### src/rtl/pcm_collect_pkg.sv
// Shared types and constants for the PCM trigger collector.
package pcm_collect_pkg;

  typedef enum logic [1:0] {
    S_IDLE  = 2'd0,
    S_CLEAR = 2'd1,
    S_ARMED = 2'd2,
    S_EMIT  = 2'd3
  } pcm_state_e;

  localparam int unsigned CLEAR_CYCLES = 2;
  localparam logic [63:0] NO_HIT       = '1;

endpackage

### src/rtl/pcm_min_tree.sv
// Combinational masked minimum over NUM_CH packed ages; the lowest index wins a tie.
module pcm_min_tree #(
  parameter int NUM_CH = 4,
  parameter int TW     = 32
) (
  input  logic [NUM_CH*TW-1:0] ages_i,
  input  logic [NUM_CH-1:0]    mask_i,
  output logic [TW-1:0]        min_o
);

  logic          found;
  logic [TW-1:0] best;

  always_comb begin
    found = 1'b0;
    best  = '0;
    // Strict compare keeps the earliest index among equal ages.
    for (int i = 0; i < NUM_CH; i++) begin
      if (mask_i[i] && (!found || ages_i[i*TW +: TW] < best)) begin
        best  = ages_i[i*TW +: TW];
        found = 1'b1;
      end
    end
  end

  assign min_o = best;

endmodule

### src/rtl/pcm_trigger_collector.sv
// Arms the PCM peak detectors, waits for all triggers or a timeout, then streams one time per channel.
// Build option PCM_COLLECT_ABS_EN: emit absolute trigger times instead of deltas to the earliest hit.
//
// state   | meaning
// IDLE    | waiting for arm
// CLEAR   | detectors held in reset for CLEAR_CYCLES cycles
// ARMED   | waiting for all triggers or timeout
// EMIT    | streaming one beat per channel
module pcm_trigger_collector
  import pcm_collect_pkg::*;
#(
  parameter int NUM_CH  = 4,
  parameter int TIMEOUT = 48000,
  parameter int TW      = 32
) (
  input  logic                       pcm_clk,
  input  logic                       reset_n,
  input  logic [TW-1:0]              sample_counter,
  input  logic                       arm,
  input  logic [NUM_CH-1:0]          triggered,
  input  logic [NUM_CH*TW-1:0]       triggered_time,
  output logic                       det_reset,
  output logic                       busy,
  output logic                       out_valid,
  input  logic                       out_ready,
  output logic [TW-1:0]              out_data,
  output logic [$clog2(NUM_CH)-1:0]  out_channel,
  output logic                       out_last,
  output logic                       timed_out
);

  localparam int CW = $clog2(NUM_CH);

  pcm_state_e              state_q, state_d;
  logic                    clr_q, clr_d;
  logic [31:0]             timer_q, timer_d;
  logic [NUM_CH-1:0]       snap_trig_q, snap_trig_d;
  logic [NUM_CH*TW-1:0]    snap_time_q, snap_time_d;
  logic [CW-1:0]           ch_q, ch_d;
  logic                    timed_out_q, timed_out_d;
  logic                    clr_last;
  logic [TW-1:0]           beat;

  assign clr_last = (clr_q == 1'(CLEAR_CYCLES - 1));

  always_comb begin
    state_d     = state_q;
    clr_d       = clr_q;
    timer_d     = timer_q;
    snap_trig_d = snap_trig_q;
    snap_time_d = snap_time_q;
    ch_d        = ch_q;
    timed_out_d = timed_out_q;
    case (state_q)
      S_IDLE: begin
        if (arm) begin
          state_d     = S_CLEAR;
          clr_d       = 1'b0;
          timed_out_d = 1'b0;
        end
      end
      S_CLEAR: begin
        if (clr_last) begin
          state_d = S_ARMED;
          timer_d = '0;
        end else begin
          clr_d = clr_q + 1'b1;
        end
      end
      S_ARMED: begin
        timer_d = timer_q + 32'd1;
        // All-triggered takes priority over a timeout landing on the same cycle.
        if (&triggered || timer_q == 32'(TIMEOUT - 1)) begin
          state_d     = S_EMIT;
          snap_trig_d = triggered;
          snap_time_d = triggered_time;
          ch_d        = '0;
          timed_out_d = ~(&triggered);
        end
      end
      S_EMIT: begin
        if (out_ready) begin
          if (ch_q == CW'(NUM_CH - 1)) begin
            state_d = S_IDLE;
            ch_d    = '0;
          end else begin
            ch_d = ch_q + 1'b1;
          end
        end
      end
      default: state_d = S_IDLE;
    endcase
  end

  always_ff @(posedge pcm_clk or negedge reset_n) begin
    if (!reset_n) begin
      state_q     <= S_IDLE;
      clr_q       <= 1'b0;
      timer_q     <= '0;
      snap_trig_q <= '0;
      snap_time_q <= '0;
      ch_q        <= '0;
      timed_out_q <= 1'b0;
    end else begin
      state_q     <= state_d;
      clr_q       <= clr_d;
      timer_q     <= timer_d;
      snap_trig_q <= snap_trig_d;
      snap_time_q <= snap_time_d;
      ch_q        <= ch_d;
      timed_out_q <= timed_out_d;
    end
  end

`ifdef PCM_COLLECT_ABS_EN
  logic unused_sc;
  assign unused_sc = ^sample_counter;
  assign beat      = snap_time_q[ch_q*TW +: TW];
`else
  logic [TW-1:0]        arm_time_q;
  logic [NUM_CH*TW-1:0] ages;
  logic [TW-1:0]        t0;

  always_ff @(posedge pcm_clk or negedge reset_n) begin
    if (!reset_n) begin
      arm_time_q <= '0;
    end else if (state_q == S_CLEAR && clr_last) begin
      arm_time_q <= sample_counter;
    end
  end

  // Modular subtraction makes a sample_counter wrap between arm and trigger harmless.
  for (genvar g = 0; g < NUM_CH; g++) begin : g_age
    assign ages[g*TW +: TW] = snap_time_q[g*TW +: TW] - arm_time_q;
  end

  pcm_min_tree #(.NUM_CH(NUM_CH), .TW(TW)) u_min (
    .ages_i (ages),
    .mask_i (snap_trig_q),
    .min_o  (t0)
  );

  assign beat = ages[ch_q*TW +: TW] - t0;
`endif

  assign det_reset   = (state_q == S_CLEAR);
  assign busy        = (state_q != S_IDLE);
  assign out_valid   = (state_q == S_EMIT);
  assign out_channel = ch_q;
  assign out_last    = out_valid && (ch_q == CW'(NUM_CH - 1));
  assign out_data    = !out_valid         ? '0 :
                       snap_trig_q[ch_q]  ? beat : TW'(NO_HIT);
  assign timed_out   = timed_out_q;

endmodule

### config.mk
export PLATFORM = sky130hd
export DESIGN_NAME = pcm_trigger_collector
export DESIGN_NICKNAME = d
export VERILOG_FILES = /design/src/rtl/pcm_collect_pkg.sv /design/src/rtl/pcm_min_tree.sv /design/src/rtl/pcm_trigger_collector.sv
export SDC_FILE = /design/constraint.sdc
export NUM_CORES = 1
export LEC_CHECK = 0
export BUFFER_PORTS_ARGS = -buffer_cell sky130_fd_sc_hd__buf_4
export CORE_MARGIN = 3
export CORE_UTILIZATION = 40
export DETAILED_ROUTE_END_ITERATION = 6
export GPL_TIMING_DRIVEN = 1
export PLACE_DENSITY_LB_ADDON = 0.12
export SLEW_MARGIN = 40
export SYNTH_ARGS = -nofsm -noshare
export SYNTH_HDL_FRONTEND = slang
export SYNTH_SLANG_ARGS = --single-unit
### constraint.sdc
create_clock -name pcm_clk -period 29.6 [get_ports pcm_clk]
set_input_delay 4.44 -clock pcm_clk [delete_from_list [all_inputs] [get_ports pcm_clk]]
set_output_delay 4.44 -clock pcm_clk [all_outputs]
set_load 0.005 [all_outputs]
==> results of run 1 <==
## how the worst min path moves through the flow
stage	end	start	cells after the start
CTS	arm_time_q[18]	arm_time_q[18]	1
global placement	arm_time_q[2]	arm_time_q[2]	1
finish	arm_time_q[18]	arm_time_q[18]	1
global route	snap_time_q[32]	snap_time_q[32]	1
detailed placement	snap_time_q[32]	snap_time_q[32]	1
floorplan	arm_time_q[10]	arm_time_q[10]	1
## cells by family (layout without fill, tap and decap cells)
kind of cell / after synthesis / after routing / share of synthesized area
fa+ha+maj: 260 / 260 / 0.164
flops: 202 / 202 / 0.252
simple gates: 571 / 571 / 0.140
xor+xnor: 158 / 158 / 0.0689
mux: 219 / 219 / 0.138
buf+inv: 183 / 386 / 0.0367
compound gates: 602 / 602 / 0.201
## registers in the layout, summed over array words and instances, names as in the netlist
register and cells:
state_q 2, timer_q 32, clr_last 1, arm_time_q 32
timed_out 1, snap_trig_q 4, snap_time_q 128, out_channel 2
## cells in the mapped netlist (4+ instances only)
library cell,count
o21ai_1,16
and4_1,7
o21bai_1,24
o21ai_0,93
nand4_1,31
mux2_2,167
nand2b_1,24
a21o_1,69
fa_1,5
nor3_1,40
o21a_1,61
or4_1,4
or2_2,14
clkbuf_1,49
mux4_2,29
o2111ai_1,11
a21oi_1,163
o211ai_1,8
nor2b_1,22
buf_1,7
nor4_1,10
mux2i_1,22
a211oi_1,26
o31ai_1,11
and2_1,11
dfrtp_1,202
o31a_1,11
nand3_1,41
xnor2_1,84
a21boi_0,28
a31oi_1,12
nand2_1,148
xor2_1,74
clkbuf_8,4
inv_1,120
and3_1,23
nor2_1,151
ha_1,255
o211a_1,4
a41oi_1,6
or3_1,20
## worst max-delay path, delay by kind of cell, from the launching register on
family / cells / cell delay, ns
AOI/OAI and AO/OA: 38 / 8.94
xor gates and xnor gates: 1 / 0.38
adders and majority gates: 6 / 1.82
buffers and inverters: 7 / 1.50
DFF: 1 / 0.41
muxes: 1 / 0.31
and+or+nand+nor: 11 / 1.95
## stage by stage
stage	instances	instance area (µm²)	hold slack, ns
final	3062	23100	0.504
after global routing	3062	23100	0.513
after CTS	3061	23100	0.509
after detailed placement	3019	22300	0.496
after global placement	3019	22300	0.490
after floorplan	2195	20100	0.479
## placed cells by master, fill, tap and decap left out, drive strengths merged, types with 12 or more instances in the layout
master / instances
ha: 255
buf: 222
dfrtp: 202
mux2: 167
a21oi: 164
nor2: 152
nand2: 149
inv: 121
o21ai: 109
xnor2: 84
xor2: 74
a21o: 70
o21a: 61
nor3: 42
nand3: 41
clkbuf: 35
nand4: 31
mux4: 30
a21boi: 28
a211oi: 28
o21bai: 24
nand2b: 24
nor2b: 24
and3: 23
mux2i: 22
or3: 20
and2: 15
or2: 14
a31oi: 12
o31ai: 12
## layout make-up
cell class,instances,share of cell area
Multi-Input combinational cell,1810,0.619
Sequential cell,202,0.218
Timing Repair Buffer,223,0.0736
Tap cell,664,0.0359
Clock buffer,34,0.0284
Inverter,121,0.0196
Clock inverter,8,0.00508
## per-layer routing
metal | global-route usage | routed length (µm) | up-vias
li1 | - | - | 8477
met1 | 0.328 | 30000 | 8348
met2 | 0.379 | 28400 | 395
met3 | 0.0463 | 3660 | 78
met4 | 0.0542 | 1540 | 0
met5 | 0 | 0 | -
==> flow_summary.ini, run 1 <==
[floorplan]
start_util = 0.408
die-area_um2 = 53000
die_w_um = 230
core_um2 = 49300
io_pins = 207
num_rows = 81
die_h_um = 230

[synthesis]
ys_seq_area_frac = 0.252
synthArstFlopShare = 1.00
synth-edff-count = 0
synth_area_leaders = dfrtp_1, ha_1, mux2_2
synth_cell_types = 97
syn-cell-area_um2 = 20100
syn_inst = 2195
ys.flop_type = dfrtp_1
synth_top_area_frac = 0.252
yosysWarnings = 0
ys_ff_latch = 202
syn_area_per_cell_um2 = 9.16
syn_nets = 2623
synth_area_leader_cell = dfrtp_1

[timing]
fin_crit_sh = 0.692
rsz0062_at_grt = false
fin_skew_ns = 0.0243
finalSetupViolations = 0
setup_slack_ns = 9.11
hold_violations = 0
worstMarginPinSlew_ns = 0.937
max_slew_margin = 0.370
layout_min_cycle_time_ns = 20.49
finalMaxSlewViolations = 0
setup_tns_ns = 0
fmax_mhz = 48.8

[drt]
ant_nets = 0
drt_first_pass_iters = 5
vias_per_cell = 5.65
via_count = 17300
finalWirelength_um = 63600
wl_per_cell_um = 20.8
drt_iter0_markers = 1092
drcViolationCount = 0

[cts]
root_buffer = clkbuf_16
path_clk_slew_ns = 0.06
cts_resized = 0
numCtsBuffers = 24
clk_path_buf_depth = 3
cts_hold_buf = 0
h-tree-depth = 1
clkLatencyLatePin_ns = 0.57
cts_sinks = 202
cts_tree = done
cts_setup_buffers = 0

[setup_path]
crit_slowest_cell = o211a_1
max_stage_delay_ns = 0.67
r2r_start = timer_q[0]
start_kind = flop
r2r_slack_ns = 26.13
critPathKind = reg2out
end_kind = primary output
crit_start = arm_time_q[0]
critPathCapture = out_data[31]
reg2reg_depth = 11
timing.rr.end = snap_time_q[103]
cp_max_fo = 45
crit_path_frequent_cell = a21oi_1
arrival_ns = 16.05
required_ns = 25.16

[cells_and_area]
area_growth_pct = 15.2
layout-drive-gt1-share = 0.211
final_nets = 2810
utilization = 0.470
multi_input_area_um2 = 14300
fillers = 4850
diodes = 0
register_area_um2 = 5050

[status]
status = finished, final reports clean

[placed_design]
place_congestion = 0.889
numPortBuffers = 206
dp_slack_ns = 9.65
hpwl_um = 51400

[job]
cap_violations = 0

[global_route]
grt_use_total = 0.236
grt_pass1_vias = 17200
grt_pass1_wl_um = 98800
grt_start_max_net_pins = 72
overflow = 0
antenna_found_initial = 0

[worst_hold_path]
hp-class = reg2reg
Power of run 1 is left out: the tool's default activity adds up to more than one toggle a clock period on the data nets, which glitch-free logic cannot reach.
==> run 2: changes to the inputs <==
clock period = 18.2 ns   (was 29.6 ns; I/O delays follow)
==> run 2 against run 1 <==
Net effect: utilization up 0.36 points; routed wire length up 0.49%; clock skew up 0.00098 ns; worst hold slack better by 0.0029 ns; critical path type unchanged; critical endpoint unchanged; largest cell class unchanged.
==> flow_summary.ini, run 2 (synthesis gave the netlist of run 1 again) <==
[setup_path]
required_ns = 15.47
arrival_ns = 14.58
crit_slowest_cell = or4_4
crit_path_frequent_cell = a21oi_1
max_stage_delay_ns = 0.43
end_kind = primary output
cp_max_fo = 30
start_kind = flop
critPathKind = reg2out

[cells_and_area]
largest_reg_flops = 128
area_growth_pct = 16.1
design_area_um2 = 23300
largestRegisters = snap_time_q: 128 flops, arm_time_q: 32 flops, timer_q: 32 flops
final_nets = 2818
top_register = snap_time_q
layout-drive-gt1-share = 0.221
mostFrequentLayoutCell = ha_1
layout_common_cells = ha_1, buf_4, dfrtp_1

[global_route]
grt_pass1_wl_um = 98500
antenna_found_initial = 0
overflow = 0
grt_use_total = 0.235
grt_start_max_net_pins = 76
grt_pass1_vias = 17100

[drt]
vias_per_cell = 5.69
wl_per_cell_um = 20.8
finalWirelength_um = 63900
ant_nets = 0
drcViolationCount = 0
drt_first_pass_iters = 5
via_count = 17500
drt_iter0_markers = 1207

[timing]
worstMarginPinSlew_ns = 0.844
fin_skew_ns = 0.0252
fin_crit_sh = 0.951
holdWs_ns = 0.507
hold_violations = 0
finalSetupViolations = 0
layout_min_cycle_time_ns = 17.31
max_slew_margin = 0.433
fmax_mhz = 57.8
finalMaxSlewViolations = 0

[worst_hold_path]
hp-class = reg2reg

[placed_design]
dpl_cell_area_um2 = 22400
hpwl_um = 51800
place_congestion = 0.920
numPortBuffers = 206

[cts]
root_buffer = clkbuf_16
clk_path_buf_depth = 3
cts_sinks = 202
clkLatencyLatePin_ns = 0.57
cts_hold_buf = 0
path_clk_slew_ns = 0.06
h-tree-depth = 1
cts_tree = done
numCtsBuffers = 24

[floorplan]
die-area_um2 = 53000
io_pins = 207
die_h_um = 230
die_w_um = 230
core_um2 = 49300
start_util = 0.408
num_rows = 81

[status]
status = finished, final reports clean

[job]
cap_violations = 0
==> run 2: changes by cell type in the layout (fill, tap and decap cells not counted), sizes merged <==
| cell | before | now |
|---|---|---|
| clkinvlp | 1 | 3 |
| bufinv | 2 | 1 |
| clkbuf | 35 | 34 |
| buf | 222 | 230 |
| clkinv | 5 | 6 |
| diode | 0 | 1 |
==> run 2: worst paths after layout <==
| check | startpoint | end | slack, ns | cells after the start |
|---|---|---|---|---|
| setup / recovery | arm_time_q[0] | out_data[31] | 0.89 | 65 |
| hold / removal | arm_time_q[18] | arm_time_q[18] | 0.51 | 1 |
| setup reg to reg | timer_q[0] | snap_time_q[71] | 14.75 | 10 |
| hold reg to reg | arm_time_q[18] | arm_time_q[18] | 0.51 | 1 |
| max in group asynchronous | reset_n | snap_time_q[75] | 14.92 | 2 |
| min in group asynchronous | reset_n | arm_time_q[27] | 2.16 | 1 |
==> run 2: worst max-delay path, delay by kind of cell (launching register included) <==
family | cells | cell delay [ns]
buffers and inverters | 9 | 1.60
xor gates and xnor gates | 1 | 0.17
AOI/OAI and AO/OA | 35 | 7.24
muxes | 1 | 0.14
adders and majority gates | 6 | 1.69
and+or+nand+nor | 13 | 2.73
DFF | 1 | 0.42
==> run 2: routing by layer <==
layer / vias up / track usage / share of wire
met4: 0 / 0.0511 / 0.024
met2: 440 / 0.373 / 0.44
li1: 8501 / - / -
met3: 75 / 0.0362 / 0.057
met5: - / 0 / 0
met1: 8478 / 0.338 / 0.48
==> run 2: metrics by stage <==
stage / utilization / setup TNS [ns] / setup WS [ns] / cells
floorplan: - / 0 / 2.81 / 2195
global placement: 0.454 / 0 / 0.894 / 3025
detailed placement: 0.454 / 0 / 0.622 / 3025
CTS: 0.471 / 0 / 0.0579 / 3068
global route: 0.473 / -0.00736 / -0.00736 / 3071
finish: 0.474 / 0 / 0.889 / 3072
==> run 2: cell type report <==
| cell class | instances | area [µm²] |
|---|---|---|
| antenna | 1 | 2.50 |
| clock buffer | 33 | 704 |
| clock inverter | 10 | 108 |
| fill | 4810 | 25900 |
| inverter | 121 | 454 |
| multi-input combinational | 1810 | 14400 |
| sequential | 202 | 5050 |
| tap | 664 | 831 |
| timing repair buffer | 231 | 1760 |
==> run 2: what timing repair did <==
action / in CTS / in global routing
gates cloned: 0 / 0
pin swaps: 0 / 3
setup endpoints to repair: 2 / 16
buffers inserted: 0 / 3
resized for setup: 1 / 17
Power of run 2 is left out for the same reason.
==> run 3: changes to the inputs <==
CORE_ASPECT_RATIO = 0.9   (was unset)
GPL_ROUTABILITY_DRIVEN = 0   (was unset)
GPL_TIMING_DRIVEN = 0   (was 1)
==> run 3 against run 2 <==
Net effect: clock skew is 0.0056 ns lower; sequential share of layout area shrank 0.39 points; register-to-register slack worse by 0.51 ns; highest routed layer unchanged; maximum frequency shrank 3.1%; worst setup slack worse by 0.56 ns; die area barely moved; cell area rose by 1.8%; critical path depth decreased by 1.
==> flow_summary.ini, run 3 (synthesis gave the netlist of run 1 again) <==
[floorplan]
die_w_um = 242
die_h_um = 219
core_um2 = 49400
die-area_um2 = 53000
num_rows = 77
io_pins = 207
start_util = 0.407

[cts]
cts_hold_buf = 0
path_clk_slew_ns = 0.06
clkLatencyLatePin_ns = 0.57
root_buffer = clkbuf_16
numCtsBuffers = 25
clk_path_buf_depth = 3
cts_sinks = 202
cts_tree = done
h-tree-depth = 1

[global_route]
antenna_found_initial = 0
grt_start_max_net_pins = 73
grt_pass1_vias = 17600
overflow = 0
grt_use_total = 0.252
grt_pass1_wl_um = 104000

[setup_path]
arrival_ns = 15.14
max_stage_delay_ns = 0.46
crit_path_frequent_cell = a21o_1
required_ns = 15.47
cp_max_fo = 10
crit_slowest_cell = o41ai_4
crit_family = compound AO/OA/AOI/OAI gates
critPathKind = reg2out
end_kind = primary output
path_buf_inv = 8
r2r_slack_ns = 14.24
start_kind = flop

[cells_and_area]
mostFrequentLayoutCell = ha_1
final_nets = 2865
layout_common_cells = ha_1, buf_4, dfrtp_1
top_register = snap_time_q
utilization = 0.480
design_area_um2 = 23700
multi_input_area_um2 = 14600
largestRegisters = snap_time_q: 128 flops, arm_time_q: 32 flops, timer_q: 32 flops
largest_reg_flops = 128
layout-drive-gt1-share = 0.226
fillers = 4721
register_area_um2 = 5050
area_growth_pct = 18.2

[timing]
hold_violations = 0
layout_min_cycle_time_ns = 17.87
fin_crit_sh = 0.982
fmax_mhz = 56.0
fin_skew_ns = 0.0197
worstMarginPinSlew_ns = 0.924
finalMaxSlewViolations = 0
max_slew_margin = 0.384
finalSetupViolations = 0

[worst_hold_path]
hp-class = reg2reg

[placed_design]
dpl_cell_area_um2 = 22600
hpwl_um = 55600
numPortBuffers = 206

[job]
cap_violations = 0

[drt]
finalWirelength_um = 68700
drt_first_pass_iters = 5
via_count = 18000
ant_nets = 0
wl_per_cell_um = 22.0
vias_per_cell = 5.77
drt_iter0_markers = 1428
drcViolationCount = 0

[status]
status = finished, final reports clean
run 3: cell type report:
type                       instances  area share
tap                              671      0.0354
sequential                       202       0.213
timing repair buffer             216      0.0711
clock inverter                     4     0.00174
multi-input combinational       1810       0.615
buffer                            61      0.0138
clock buffer                      37      0.0303
antenna                            1    0.000105
inverter                         121      0.0193
run 3: worst register-to-register path: cells and delay by family, from the launching register on:
| family | cells | cell delay, ns |
|---|---|---|
| fa+ha+maj | 1 | 0.24 |
| buf+inv | 3 | 1.83 |
| mux | 1 | 0.43 |
| compound gates | 1 | 0.37 |
| simple gates | 5 | 0.56 |
| flops | 1 | 0.41 |
run 3: layer usage:
| layer | up-vias | part of all wire | track usage |
|---|---|---|---|
| met2 | 529 | 0.43 | 0.394 |
| met4 | 0 | 0.022 | 0.0547 |
| met5 | - | 0 | 0 |
| li1 | 8574 | - | - |
| met3 | 82 | 0.064 | 0.0342 |
| met1 | 8822 | 0.48 | 0.370 |
run 3: what timing repair did:
item | 4_1_cts | 5_1_grt
resized for setup | 32 | 48
endpoints found under the setup margin | 29 | 13
setup buffers | 3 | 4
pin swaps | 4 | 7
run 3: path summary, 6_finish.rpt:
kind,from,end,cells past startpoint
max in group asynchronous,reset_n,snap_time_q[74],3
min in group asynchronous,reset_n,arm_time_q[30],2
setup reg to reg,timer_q[0],snap_time_q[97],11
hold reg to reg,arm_time_q[13],arm_time_q[13],1
setup / recovery,arm_time_q[0],out_data[31],64
hold / removal,arm_time_q[13],arm_time_q[13],1
run 3: stage by stage:
| stage | std cells | TNS, ns | hold slack [ns] | setup WS, ns |
|---|---|---|---|---|
| finish | 3123 | 0 | 0.504 | 0.330 |
| global route | 3122 | -0.0568 | 0.524 | -0.0568 |
| CTS | 3118 | 0 | 0.507 | 0.0524 |
| detailed placement | 3075 | -23.42 | 0.493 | -2.03 |
| global placement | 3072 | -29.28 | 0.489 | -2.46 |
| floorplan | 2195 | 0 | 0.479 | 2.81 |
Power of run 3 is left out for the same reason.
